==> config.mk <==
export PLATFORM = sky130hd
export DESIGN_NAME = nand_decode_stage
export DESIGN_NICKNAME = d
export VERILOG_FILES = /design/src/rtl/nand_cpu_pkg.sv /design/src/rtl/nand_decode_logic.sv /design/src/rtl/nand_decode_stage.sv
export SDC_FILE = /design/constraint.sdc
export NUM_CORES = 1
export LEC_CHECK = 0
export ABC_CLOCK_PERIOD_IN_PS = 4400
export CAP_MARGIN = 0
export CELL_PAD_IN_SITES_DETAIL_PLACEMENT = 1
export CELL_PAD_IN_SITES_GLOBAL_PLACEMENT = 1
export CORE_MARGIN = 3
export CORE_UTILIZATION = 42
export DETAILED_ROUTE_END_ITERATION = 6
export GPL_TIMING_DRIVEN = 0
export PLACE_DENSITY_LB_ADDON = 0.1
export SYNTH_ARGS = -nofsm -noshare
export SYNTH_HDL_FRONTEND = slang
export SYNTH_HIERARCHICAL = 1
export SYNTH_SLANG_ARGS = --single-unit
==> constraint.sdc <==
create_clock -name clk -period 4.4 [get_ports clk]
set_clock_uncertainty 0.15 [all_clocks]
set_input_delay 0.88 -clock clk [delete_from_list [all_inputs] [get_ports clk]]
set_output_delay 0.88 -clock clk [all_outputs]
set_load 0.01 [all_outputs]
==> src/rtl/nand_cpu_pkg.sv <==
// Shared types and constants for the nand_cpu decode path.
//
// Contents:
//   PKT_ADDR_W   - register address width carried in decode packets (wide
//                  enough for the largest register file, 256 entries)
//   ALU_OP       - ALU operation selector, ALU_NOP when the ALU is unused
//   MEM_OP       - memory direction, meaningful only with mem_access
//   dec_state_t  - decode stage control states
//   decode_pkt_t - fully decoded instruction
//   OPC_*        - 4-bit major opcodes (instr[7:4]); LI uses a 2-bit prefix
package nand_cpu_pkg;

    localparam int PKT_ADDR_W = 8;

    typedef enum logic [3:0] {
        ALU_NOP = 4'd0,
        ALU_CL  = 4'd1,
        ALU_CP  = 4'd2,
        ALU_NND = 4'd3,
        ALU_LS  = 4'd4,
        ALU_RS  = 4'd5,
        ALU_EQ  = 4'd6,
        ALU_NE  = 4'd7,
        ALU_LI  = 4'd8
    } ALU_OP;

    typedef enum logic {
        MEM_READ  = 1'b0,
        MEM_WRITE = 1'b1
    } MEM_OP;

    typedef enum logic [1:0] {
        RUN    = 2'd0,
        DRAIN  = 2'd1,
        HALTED = 2'd2
    } dec_state_t;

    typedef struct packed {
        logic                  use_ra;
        logic                  use_rt;
        logic [PKT_ADDR_W-1:0] rt_addr;
        logic                  use_rw;
        logic [PKT_ADDR_W-1:0] rw_addr;
        logic                  read_ps;
        logic                  write_ps;
        logic                  use_immdt;
        logic [3:0]            immdt;
        logic [1:0]            shift;
        logic                  mem_access;
        MEM_OP                 mem_op;
        logic                  jump;
        logic                  branch;
        logic                  interrupt;
        logic                  halt;
        ALU_OP                 alu_op;
    } decode_pkt_t;

    localparam logic [3:0] OPC_CLCP = 4'b0000;
    localparam logic [3:0] OPC_NND  = 4'b0001;
    localparam logic [3:0] OPC_LS   = 4'b0010;
    localparam logic [3:0] OPC_RS   = 4'b0011;
    localparam logic [3:0] OPC_EQ   = 4'b0100;
    localparam logic [3:0] OPC_NE   = 4'b0101;
    localparam logic [3:0] OPC_BR   = 4'b0110;
    localparam logic [3:0] OPC_JRL  = 4'b0111;
    localparam logic [3:0] OPC_LD   = 4'b1100;
    localparam logic [3:0] OPC_ST   = 4'b1101;
    localparam logic [3:0] OPC_INT  = 4'b1110;
    localparam logic [3:0] OPC_HLT  = 4'b1111;
    localparam logic [1:0] OPC_LI   = 2'b10;

endpackage

==> src/rtl/nand_decode_logic.sv <==
// Pure combinational instruction decoder: 8-bit instruction to decode_pkt_t.
//
// Ports:
//   instr_i  in   8                    instruction byte
//   pkt_o    out  $bits(decode_pkt_t)  decoded packet
//
// The raw rt/immdt/shift fields are always filled in; the use_* flags say
// which of them matter. r0 is the implicit ra and the default rw.
module nand_decode_logic
    import nand_cpu_pkg::*;
(
    input  logic [7:0]  instr_i,
    output decode_pkt_t pkt_o
);

    always_comb begin
        pkt_o         = '0;
        pkt_o.rt_addr = PKT_ADDR_W'(instr_i[3:0]);
        pkt_o.immdt   = instr_i[3:0];
        pkt_o.shift   = instr_i[5:4];

        if (instr_i[7:6] == OPC_LI) begin
            pkt_o.use_ra    = 1'b1;
            pkt_o.use_rw    = 1'b1;
            pkt_o.use_immdt = 1'b1;
            pkt_o.alu_op    = ALU_LI;
        end else begin
            case (instr_i[7:4])
                OPC_CLCP: begin
                    // 0x00 is CL; any other 0000xxxx copies r0 into rw.
                    pkt_o.use_rw = 1'b1;
                    if (instr_i[3:0] == 4'd0) begin
                        pkt_o.alu_op = ALU_CL;
                    end else begin
                        pkt_o.use_ra  = 1'b1;
                        pkt_o.rw_addr = PKT_ADDR_W'(instr_i[3:0]);
                        pkt_o.alu_op  = ALU_CP;
                    end
                end
                OPC_NND, OPC_LS, OPC_RS: begin
                    pkt_o.use_ra = 1'b1;
                    pkt_o.use_rt = 1'b1;
                    pkt_o.use_rw = 1'b1;
                    pkt_o.alu_op = (instr_i[7:4] == OPC_NND) ? ALU_NND :
                                   (instr_i[7:4] == OPC_LS)  ? ALU_LS  : ALU_RS;
                end
                OPC_EQ, OPC_NE: begin
                    pkt_o.use_ra   = 1'b1;
                    pkt_o.use_rt   = 1'b1;
                    pkt_o.write_ps = 1'b1;
                    pkt_o.alu_op   = (instr_i[7:4] == OPC_EQ) ? ALU_EQ : ALU_NE;
                end
                OPC_BR: begin
                    pkt_o.use_rt  = 1'b1;
                    pkt_o.read_ps = 1'b1;
                    pkt_o.branch  = 1'b1;
                end
                OPC_JRL: begin
                    pkt_o.use_rt  = 1'b1;
                    pkt_o.use_rw  = 1'b1;
                    pkt_o.rw_addr = PKT_ADDR_W'(instr_i[3:0]);
                    pkt_o.jump    = 1'b1;
                end
                OPC_LD: begin
                    pkt_o.use_rt     = 1'b1;
                    pkt_o.use_rw     = 1'b1;
                    pkt_o.mem_access = 1'b1;
                    pkt_o.mem_op     = MEM_READ;
                end
                OPC_ST: begin
                    pkt_o.use_ra     = 1'b1;
                    pkt_o.use_rt     = 1'b1;
                    pkt_o.mem_access = 1'b1;
                    pkt_o.mem_op     = MEM_WRITE;
                end
                OPC_INT: pkt_o.interrupt = 1'b1;
                OPC_HLT: pkt_o.halt      = 1'b1;
                default: ;
            endcase
        end
    end

endmodule

==> src/rtl/nand_decode_stage.sv <==
// Registered, flow-controlled decode stage between fetch and register-read.
//
// Ports:
//   clk, rst                 clock, asynchronous active-high reset
//   in_valid/in_ready        fetch handshake, in_instr is the instruction byte
//   out_valid/out_ready      downstream handshake, out_pkt is the decoded packet
//   wb_valid, wb_addr        register writeback retiring a pending write
//   ps_wb_valid              predicate writeback retiring the pending PS write
//   flush                    squash in-flight packet and scoreboard
//   halted                   HLT has been accepted (sticky until rst)
//   sb_empty                 no register or PS write outstanding
//
// A per-register pending bit plus a PS pending bit stall RAW/WAW hazards.
// INT waits in DRAIN until every outstanding write has retired.
module nand_decode_stage
    import nand_cpu_pkg::*;
#(
    parameter int NUM_REGS   = 16,
    parameter int REG_ADDR_W = $clog2(NUM_REGS)
) (
    input  logic                  clk,
    input  logic                  rst,
    input  logic                  in_valid,
    output logic                  in_ready,
    input  logic [7:0]            in_instr,
    output logic                  out_valid,
    input  logic                  out_ready,
    output decode_pkt_t           out_pkt,
    input  logic                  wb_valid,
    input  logic [REG_ADDR_W-1:0] wb_addr,
    input  logic                  ps_wb_valid,
    input  logic                  flush,
    output logic                  halted,
    output logic                  sb_empty
);

    dec_state_t          state_q, state_d;
    decode_pkt_t         dec_pkt, pkt_q, pkt_d;
    logic                pkt_vld_q, pkt_vld_d;
    logic [NUM_REGS-1:0] pend_q, pend_d, pend_eff, wb_clr, rw_set;
    logic                ps_pend_q, ps_pend_d, ps_pend_eff;
    logic                hazard, in_fire, out_fire;
    logic [REG_ADDR_W-1:0] rt_idx, rw_idx;

    nand_decode_logic u_dec (
        .instr_i (in_instr),
        .pkt_o   (dec_pkt)
    );

    // Packet addresses are zero-extended ISA fields; trim to the file size.
    assign rt_idx = REG_ADDR_W'(dec_pkt.rt_addr);
    assign rw_idx = REG_ADDR_W'(dec_pkt.rw_addr);

    // Same-cycle writeback bypass: a retiring entry no longer blocks issue.
    assign wb_clr      = wb_valid ? (NUM_REGS'(1) << wb_addr) : '0;
    assign pend_eff    = pend_q & ~wb_clr;
    assign ps_pend_eff = ps_pend_q & ~ps_wb_valid;

    assign hazard = (dec_pkt.use_ra && pend_eff[0])
                 || (dec_pkt.use_rt && pend_eff[rt_idx])
                 || (dec_pkt.use_rw && pend_eff[rw_idx])
                 || ((dec_pkt.read_ps || dec_pkt.write_ps) && ps_pend_eff);

    assign sb_empty  = ~|pend_q && !ps_pend_q;
    assign halted    = (state_q == HALTED);
    assign out_pkt   = pkt_q;
    // An INT packet sits hidden in DRAIN until the scoreboard empties.
    assign out_valid = pkt_vld_q && !((state_q == DRAIN) && !sb_empty);
    assign in_ready  = !rst && (state_q == RUN) && (!pkt_vld_q || out_ready)
                    && !hazard && !flush;

    assign in_fire  = in_valid && in_ready;
    assign out_fire = out_valid && out_ready;
    assign rw_set   = (in_fire && dec_pkt.use_rw) ? (NUM_REGS'(1) << rw_idx) : '0;

    always_comb begin
        state_d   = state_q;
        pkt_d     = pkt_q;
        pkt_vld_d = pkt_vld_q;
        // Set is applied after clear so a same-cycle set wins.
        pend_d    = (pend_q & ~wb_clr) | rw_set;
        ps_pend_d = (ps_pend_q & ~ps_wb_valid) | (in_fire && dec_pkt.write_ps);

        if (in_fire) begin
            pkt_d     = dec_pkt;
            pkt_vld_d = 1'b1;
        end else if (out_fire) begin
            pkt_vld_d = 1'b0;
        end

        case (state_q)
            RUN: begin
                if (in_fire && dec_pkt.interrupt) begin
                    state_d = DRAIN;
                end else if (in_fire && dec_pkt.halt) begin
                    state_d = HALTED;
                end
            end
            DRAIN: begin
                if (out_fire) begin
                    state_d = RUN;
                end
            end
            HALTED:  state_d = HALTED;
            default: state_d = RUN;
        endcase

        // Flush overrides everything except the sticky halt.
        if (flush) begin
            pkt_vld_d = 1'b0;
            pend_d    = '0;
            ps_pend_d = 1'b0;
            if (state_q == DRAIN) begin
                state_d = RUN;
            end
        end
    end

    always_ff @(posedge clk or posedge rst) begin
        if (rst) begin
            state_q   <= RUN;
            pkt_q     <= '0;
            pkt_vld_q <= 1'b0;
            pend_q    <= '0;
            ps_pend_q <= 1'b0;
        end else begin
            state_q   <= state_d;
            pkt_q     <= pkt_d;
            pkt_vld_q <= pkt_vld_d;
            pend_q    <= pend_d;
            ps_pend_q <= ps_pend_d;
        end
    end

endmodule
==> results of run 1 <==
## through the flow
stage | cell area (um2) | setup TNS (ns) | std cells | hold slack, ns
floorplan | 3340 | 0 | 303 | 0.299
global placement | 4030 | -13.29 | 458 | 0.314
detailed placement | 4050 | -15.35 | 459 | 0.331
CTS | 4360 | 0 | 477 | 0.354
global route | 4410 | -0.0410 | 479 | 0.372
finish | 4410 | 0 | 479 | 0.343
## timing repair
action,in CTS,in global routing
setup endpoints to repair,38,1
setup buffers,4,3
resized for setup,27,15
pin swaps,3,1
## logic make-up after synthesis
logic type	count (synthesis)	synth area share (%)
mux	46	19.0
other cells	1	0.113
xor+xnor	1	0.264
flops	58	43.7
simple gates	78	13.1
compound gates	63	13.7
buf+inv	49	10.1
## flip-flops by register name (all words and copies together), names as in the netlist
signal / flops
state_q: 2
ps_pend_q: 1
out_pkt: 38
pkt_vld_q: 1
pend_q: 16
## cells in the final DEF (no fill, tap or decap), types with 4 or more instances in the layout
cell type and instances:
clkbuf_8 10, nand2_1 9, o21ai_0 6, nand3b_1 4
nor4_1 7, dfrtp_1 58, o22ai_1 14, o21ai_1 5
mux2_4 30, inv_1 12, nand3_1 6, a21oi_1 4
buf_12 4, nand2b_1 4, nand4_1 6, buf_4 28
clkbuf_1 4, mux2_2 7, mux2_1 8, nor3_1 6
clkinvlp_4 4, nor2_1 14, conb_1 8, o2bb2ai_1 4
clkdlybuf4s50_1 49
## layout make-up
class                      instances  area, um2
buffer                            33        287
clock buffer                      10        138
clock inverter                     6       90.1
fill                             820       3030
inverter                          13       48.8
multi-input combinational        196       1640
sequential                        58       1450
tap                               99        124
timing repair buffer              64        632
## path summary, 6_finish.rpt
check	start	to	slack, ns	depth (start not counted)
min in group asynchronous	rst	out_pkt[15]$_DFFE_PP0N_	0.85	2
hold / removal	out_pkt[2]$_DFFE_PP0N_	out_pkt[2]$_DFFE_PP0N_	0.34	1
setup reg to reg	pend_q[0]$_DFF_PP0_	out_pkt[2]$_DFFE_PP0N_	1.63	11
setup / recovery	wb_addr[3]	in_ready	0.06	9
max in group asynchronous	rst	pend_q[0]$_DFF_PP0_	2.67	3
hold reg to reg	out_pkt[2]$_DFFE_PP0N_	out_pkt[2]$_DFFE_PP0N_	0.34	1
## critical path: cells and delay by family
kind	cells	cell delay, ns
buffers and inverters	2	0.56
multiplexers	1	0.27
AND/OR/NAND/NOR	3	0.73
AO/OA/AOI/OAI	3	0.87
## power by group through the flow
stage                     combinational [uW]  sequential (uW)  clock (uW)
after global routing                     518              680         596
final                                    483              668         563
after global placement                   465              675           0
after CTS                                484              670         574
after detailed placement                 476              677           0
after floorplan                          200              710           0
## metal layers
layer | up-vias | wire length, um
met5 | - | 0
met4 | 0 | 173
met1 | 1356 | 4020
met3 | 16 | 419
met2 | 82 | 4470
li1 | 1226 | -
==> results_dict.tcl, run 1 <==
set metrics [dict create \
    run_status "completed" \
    grt_busiest_layer "met2" \
    ant_nets 0 \
    drcViolationCount 0 \
    worstMarginPinSlew_ns 0.736 \
    grt.overflow.total 0 \
    required_ns 3.37 \
    num_vias 2680 \
    p_leak_uw 0.00190 \
    yosysWarnings 6 \
    p_per_area_nw_per_um2 388 \
    drive_gt1_share_pct 29.5 \
    clock-sinks 58 \
    drtIter0Drc 142 \
    p_seq_share_pct 39.0 \
    intPower_uw 1250 \
    grt_pass1_wl_um 14700 \
    hold_viol 0 \
    core-area_um2 7450 \
    slew_headroom_pct 50.4 \
    slowest_delay_ns 0.43 \
    slew_violations 0 \
    worstPathArrival_ns 3.31 \
    yosysMostFrequentCell "dfrtp_1" \
    synth_cell_types 56 \
    ctsRootBufferMaster "clkbuf_8" \
    wl_per_cell_um 19.0 \
    cts_tree "yes" \
    use_met1_pct 27.3 \
    grt_max_degree 31 \
    synth_common_cells "58 x dfrtp_1, 30 x mux2_4, 22 x buf_4" \
    period_share_pct 98.6 \
    cts_buffers 9 \
    pwr-share-clk_pct 32.8 \
    area_delta_synth_final_pct 33.0 \
    rows 31 \
    comb_power_share_pct 28.2 \
    p_switching_uw 467 \
    avgSynthCellArea_um2 11.2 \
    setup_violations 0 \
    htreeDepth 3 \
    clock_latency_ns 0.34 \
    fin_total_pwr_uw 1710 \
    crit_type "in -> out" \
    maxCapViolCount 0 \
    netlist_instances 296 \
    clkTransAtPathRegs_ns 0.06 \
    min_period_ns 4.34 \
    synthFlopType "dfrtp_1" \
    ir_worst_vdd_uv 186 \
    ctsHoldBuffers 0 \
    pre_cts_ws_ns -1.01 \
    die_h_um 94.9 \
    antenna_found_initial 0 \
    worst_setup_path_end_kind "primary output" \
    switching_share_pct 27.2 \
    max_freq_ghz 0.230 \
    top_level_ports 61 \
    synthTopCellsByArea "dfrtp_1 44%, mux2_4 14%, buf_4 5.0%, mux2_1 2.7%, o22ai_1 2.6%" \
    yosysTopAreaCellShare_pct 43.7 \
    slowest_stage "or3b_4" \
    dp_hpwl_um 6660 \
    ys_async_sr_fraction_pct 100 \
    worst_slack_ns 0.0599 \
    synth_edf_count 0 \
    initial_core_util_pct 44.6 \
    synth-seq-cells 58 \
    worst-path-max-fanout 8 \
    gr-usage-all-layers_pct 21.5 \
    num_antenna_cells 0 \
    syn_area_um2 3320 \
    seq_area_frac_synth_pct 43.7 \
    gp_congestion 0.885 \
    routed_via_density 5.59 \
    grt_pass1_vias 2849 \
    crit_chain "dlygate4sd2_1 > or3b_4 > o31a_1 > mux2_2 > o311a_1 > a41o_1 > nand3b_1 > and2_1 > clkdlybuf4s15_2" \
    grt_use_met3_pct 4.46 \
    synth_top_cell_by_area "dfrtp_1" \
    worst_setup_path_start_kind "primary input" \
    hold_path.class "reg -> reg" \
    final_core_util_pct 59.3 \
    routed_wl_um 9080 \
    finalNetCount 394 \
    grt.met2_usage_pct 35.3 \
    ctsLongestPathBuffers 2 \
    die_x_um 94.9 \
    dr.pass1.iters 4 \
    dieArea_um2 9000 \
    numPortBuffers 56 \
]
Note: power is estimated with default switching activity, not from simulation.
==> run 2, diff against run 1 <==
- CORE_MARGIN: 3 -> 2
- CTS_CLUSTER_SIZE: not set -> 8
==> run 2 against run 1 <==
- maximum frequency is 0.39% lower
- cell area hardly changed
- clock power is 12% higher
- critical path depth stayed put
- die area is 4.2% lower
- sequential cell count stayed put
- sequential power hardly changed
- critical path type unchanged
==> results_dict.tcl, run 2 (synthesized netlist as in run 1, its figures left out) <==
set metrics [dict create \
    clock-sinks 58 \
    worst_setup_path_start_kind "primary input" \
    numPortBuffers 56 \
    finalNetCount 394 \
    wl_per_cell_um 19.4 \
    intPower_uw 1310 \
    worstPathArrival_ns 3.33 \
    initial_core_util_pct 43.2 \
    largest_reg_flops 38 \
    p_leak_uw 0.00190 \
    dpl_cell_area_um2 4050 \
    clock_latency_ns 0.35 \
    switching_share_pct 26.7 \
    final_cell_area_um2 4410 \
    p_per_area_nw_per_um2 404 \
    dp_hpwl_um 6630 \
    maxCapViolCount 0 \
    num_vias 2630 \
    hold_viol 0 \
    cts_buffers 9 \
    grt_max_degree 34 \
    grt.overflow.total 0 \
    area_delta_synth_final_pct 33.0 \
    pwr-share-clk_pct 35.4 \
    worstMarginPinSlew_ns 0.734 \
    layout_common_cells "58 x dfrtp_1, 50 x clkdlybuf4s50_1, 30 x mux2_4" \
    htreeDepth 3 \
    drtIter0Drc 85 \
    slew_headroom_pct 50.6 \
    layout_commonest_cell "dfrtp_1" \
    required_ns 3.37 \
    setup_violations 0 \
    ctsHoldBuffers 0 \
    gp_congestion 0.855 \
    drcViolationCount 0 \
    antenna_found_initial 0 \
    dieArea_um2 8630 \
    fin_hold_ws_ns 0.337 \
    ant_nets 0 \
    dr.pass1.iters 4 \
    crit_type "in -> out" \
    cts_tree "yes" \
    num_antenna_cells 0 \
    worst-path-max-fanout 6 \
    routed_wl_um 9340 \
    worst_setup_path_end_kind "primary output" \
    period_share_pct 99.0 \
    ctsLongestPathBuffers 2 \
    comb_power_share_pct 27.0 \
    die_h_um 92.9 \
    drive_gt1_share_pct 29.2 \
    min_period_ns 4.36 \
    die_x_um 92.9 \
    core-area_um2 7690 \
    slew_violations 0 \
    clkTransAtPathRegs_ns 0.07 \
    gr-usage-all-layers_pct 22.7 \
    ir_worst_vdd_uv 205 \
    grt_pass1_vias 2752 \
    top_level_ports 61 \
    hold_path.class "reg -> reg" \
    pre_cts_ws_ns -1.02 \
    p_seq_share_pct 37.5 \
    routed_via_density 5.46 \
    grt_pass1_wl_um 14800 \
    worst_slack_ns 0.0428 \
    ctsRootBufferMaster "clkbuf_8" \
    rows 32 \
    p_switching_uw 476 \
    max_freq_ghz 0.230 \
    run_status "completed" \
]
run 2: power by group through the flow:
stage / Sequential (uW) / Combinational (uW) / Clock (uW)
CTS: 670 / 482 / 639
finish: 668 / 482 / 632
detailed placement: 677 / 473 / 0
floorplan: 710 / 200 / 0
global placement: 675 / 463 / 0
global route: 681 / 513 / 671
run 2: worst max-delay path: stages:
cell and delay, ns:
clkdlybuf4s50_1 0.57, nand2_2 0.14, o31a_1 0.35, mux2_2 0.29
o311a_1 0.29, a41o_1 0.29, nand3b_1 0.13, and2_1 0.14
clkdlybuf4s15_2 0.23
run 2: repair_timing:
item                                    4_1_cts  5_1_grt
setup buffers                                 4        3
pin swaps                                     3        4
gates resized for setup                      26       12
endpoints found under the setup margin       38        1
run 2: area by class of cell:
type / instances / area, um2
plain buffers: 33 / 283
clock buffers: 10 / 138
clock inverters: 6 / 114
fillers: 860 / 3280
inverters: 13 / 48.8
multi-input cells: 196 / 1620
flip-flops and latches: 58 / 1450
well taps: 102 / 128
repair buffers: 64 / 626
run 2: per-layer routing:
metal | part of all wire, % | vias up | wire [um] | track usage [%]
met3 | 4.4 | 12 | 414 | 5.61
met4 | 1.8 | 0 | 165 | 6.74
met2 | 49 | 77 | 4550 | 37.3
met5 | 0 | - | 0 | 0
li1 | - | 1223 | - | -
met1 | 45 | 1318 | 4210 | 29.8
run 2: final timing paths:
check / from / end / slack, ns / cells past startpoint
min in group asynchronous: rst / out_pkt[34]$_DFFE_PP0N_ / 0.84 / 2
worst max register to register: pend_q[0]$_DFF_PP0_ / out_pkt[0]$_DFFE_PP0N_ / 1.64 / 10
worst min-delay path: out_pkt[1]$_DFFE_PP0N_ / out_pkt[1]$_DFFE_PP0N_ / 0.34 / 1
worst min register to register: out_pkt[1]$_DFFE_PP0N_ / out_pkt[1]$_DFFE_PP0N_ / 0.34 / 1
worst max-delay path: wb_addr[0] / in_ready / 0.04 / 9
max in group asynchronous: rst / out_pkt[8]$_DFFE_PP0N_ / 2.67 / 3
run 2: stage by stage:
stage | utilization, % | total power, uW | std cells | setup TNS [ns]
2_1_floorplan | - | 910 | 303 | 0
4_1_cts | 57.0 | 1790 | 480 | 0
5_1_grt | 57.4 | 1870 | 482 | -0.0457
3_3_place_gp | 52.5 | 1140 | 461 | -12.87
3_5_place_dp | 52.7 | 1150 | 462 | -16.24
6_report | 57.4 | 1780 | 482 | 0
==> run 3, diff against run 2 <==
- ABC_CLOCK_PERIOD_IN_PS: 4400 -> 4450
- CORE_ASPECT_RATIO: not set -> 0.75
- REMOVE_ABC_BUFFERS: not set -> 1
- clock period: 4.4 -> 4.45 ns (I/O delays scaled with it)
==> run 3 against run 2 <==
- largest cell class unchanged
- sequential cell count did not move
- largest power group unchanged
- highest routed layer unchanged
- die area hardly changed
- global-route usage decreased by 1.6 points
==> results_dict.tcl, run 3 (synthesized netlist as in run 1, its figures left out) <==
set metrics [dict create \
    largest_reg_flops 38 \
    routed_wl_um 8510 \
    gr-usage-all-layers_pct 21.2 \
    hold_path.class "reg -> reg" \
    layout_commonest_cell "dfrtp_1" \
    placed_cells 434 \
    num_vias 2484 \
    m1WireLength_um 4270 \
    wl_met3_um 370 \
    ctsLongestPathBuffers 2 \
    run_status "completed" \
    layout_common_cells "58 x dfrtp_1, 47 x clkdlybuf4s50_1, 30 x mux2_4" \
    drtIter0Drc 176 \
    min_period_ns 4.34 \
    rows 28 \
    drive_gt1_share_pct 24.1 \
    num_antenna_cells 0 \
    grt_pass1_wl_um 14000 \
    core-area_um2 7780 \
    crit_type "in -> out" \
    dr.pass1.iters 5 \
    clock_latency_ns 0.34 \
    cts_buffers 9 \
    routed_via_density 5.47 \
    finalNetCount 363 \
    fin_total_pwr_uw 1660 \
    wl_per_cell_um 18.7 \
    die_h_um 81.0 \
    hold_viol 0 \
    grt.overflow.total 0 \
    setup_violations 0 \
    drcViolationCount 0 \
    worstMarginPinSlew_ns 0.781 \
    dpl_cell_area_um2 3830 \
    tns_ns 0 \
    ctsHoldBuffers 0 \
    ctsRootBufferMaster "clkbuf_8" \
    max_freq_ghz 0.231 \
    period_share_pct 97.4 \
    worst_setup_path_start_kind "primary input" \
    initial_core_util_pct 42.7 \
    grt_max_degree 37 \
    final_cell_area_um2 4130 \
    slew_headroom_pct 47.8 \
    dp_hpwl_um 6010 \
    area_delta_synth_final_pct 24.4 \
    p_per_area_nw_per_um2 401 \
    slew_violations 0 \
    pre_cts_ws_ns -0.781 \
    clock-sinks 58 \
    wl_met2_um 3810 \
    clkTransAtPathRegs_ns 0.06 \
    antenna_found_initial 0 \
    gp_congestion 0.866 \
    fin_cells 454 \
    numPortBuffers 60 \
    p_leak_uw 0.00175 \
    worst-path-max-fanout 8 \
    cts_tree "yes" \
    grt_pass1_vias 2574 \
    htreeDepth 3 \
    nFillCells 848 \
    top_level_ports 61 \
    ant_nets 0 \
    maxCapViolCount 0 \
    die_x_um 107 \
    dieArea_um2 8630 \
    highest_layer "met4" \
    worstPathArrival_ns 3.30 \
    ir_worst_vdd_uv 210 \
    worst_slack_ns 0.115 \
    required_ns 3.41 \
    worst_setup_path_end_kind "primary output" \
]
run 3: final timing paths:
kind                                            to  slack, ns  cells past startpoint                   start
setup / recovery                          in_ready       0.11                      9              wb_addr[3]
hold / removal              out_pkt[2]$_DFFE_PP0N_       0.34                      1  out_pkt[2]$_DFFE_PP0N_
setup reg to reg           out_pkt[12]$_DFFE_PP0N_       1.52                      8     pend_q[5]$_DFF_PP0_
hold reg to reg             out_pkt[2]$_DFFE_PP0N_       0.34                      1  out_pkt[2]$_DFFE_PP0N_
max in group asynchronous  out_pkt[28]$_DFFE_PP0N_       2.77                      3                     rst
min in group asynchronous      pend_q[6]$_DFF_PP0_       0.81                      2                     rst
run 3: per-stage QoR:
stage	util (%)	hold WS, ns
global route	53.1	0.362
finish	53.1	0.338
CTS	52.6	0.345
floorplan	-	0.300
detailed placement	49.3	0.328
global placement	48.7	0.313
run 3: repair_timing:
action / CTS / global route
hold endpoints to repair: 0 / 0
setup buffers: 2 / 2
pin swaps: 1 / 1
gates resized for setup: 31 / 13
endpoints found under the setup margin: 27 / 1
run 3: critical path, cell delays in order:
cell,delay (ns)
dlygate4sd2_1,0.32
or3b_4,0.43
o31a_1,0.33
mux2_2,0.27
o311a_1,0.29
a41o_1,0.27
nand3b_1,0.13
and2_1,0.15
clkdlybuf4s15_2,0.22
run 3: final cells by class:
cell class,count,area [um2],area share [%]
Clock buffer,10,138,3.34
Clock inverter,6,80.1,1.94
Inverter,13,48.8,1.18
Multi-Input combinational cell,196,1610,39.1
Sequential cell,58,1450,35.2
Tap cell,105,131,3.18
Timing Repair Buffer,66,666,16.1
run 3: power breakdown:
group          switching, uW  total, uW  internal [uW]
sequential              48.8        660            612
combinational            177        449            271
clock                    220        547            326
total                    446       1660           1210
run 3: metal layers:
layer  track usage (%)  up-vias
li1                  -     1161
met1              30.2     1248
met2              31.1       69
met3              6.50        6
met4              6.10        0
met5                 0        -
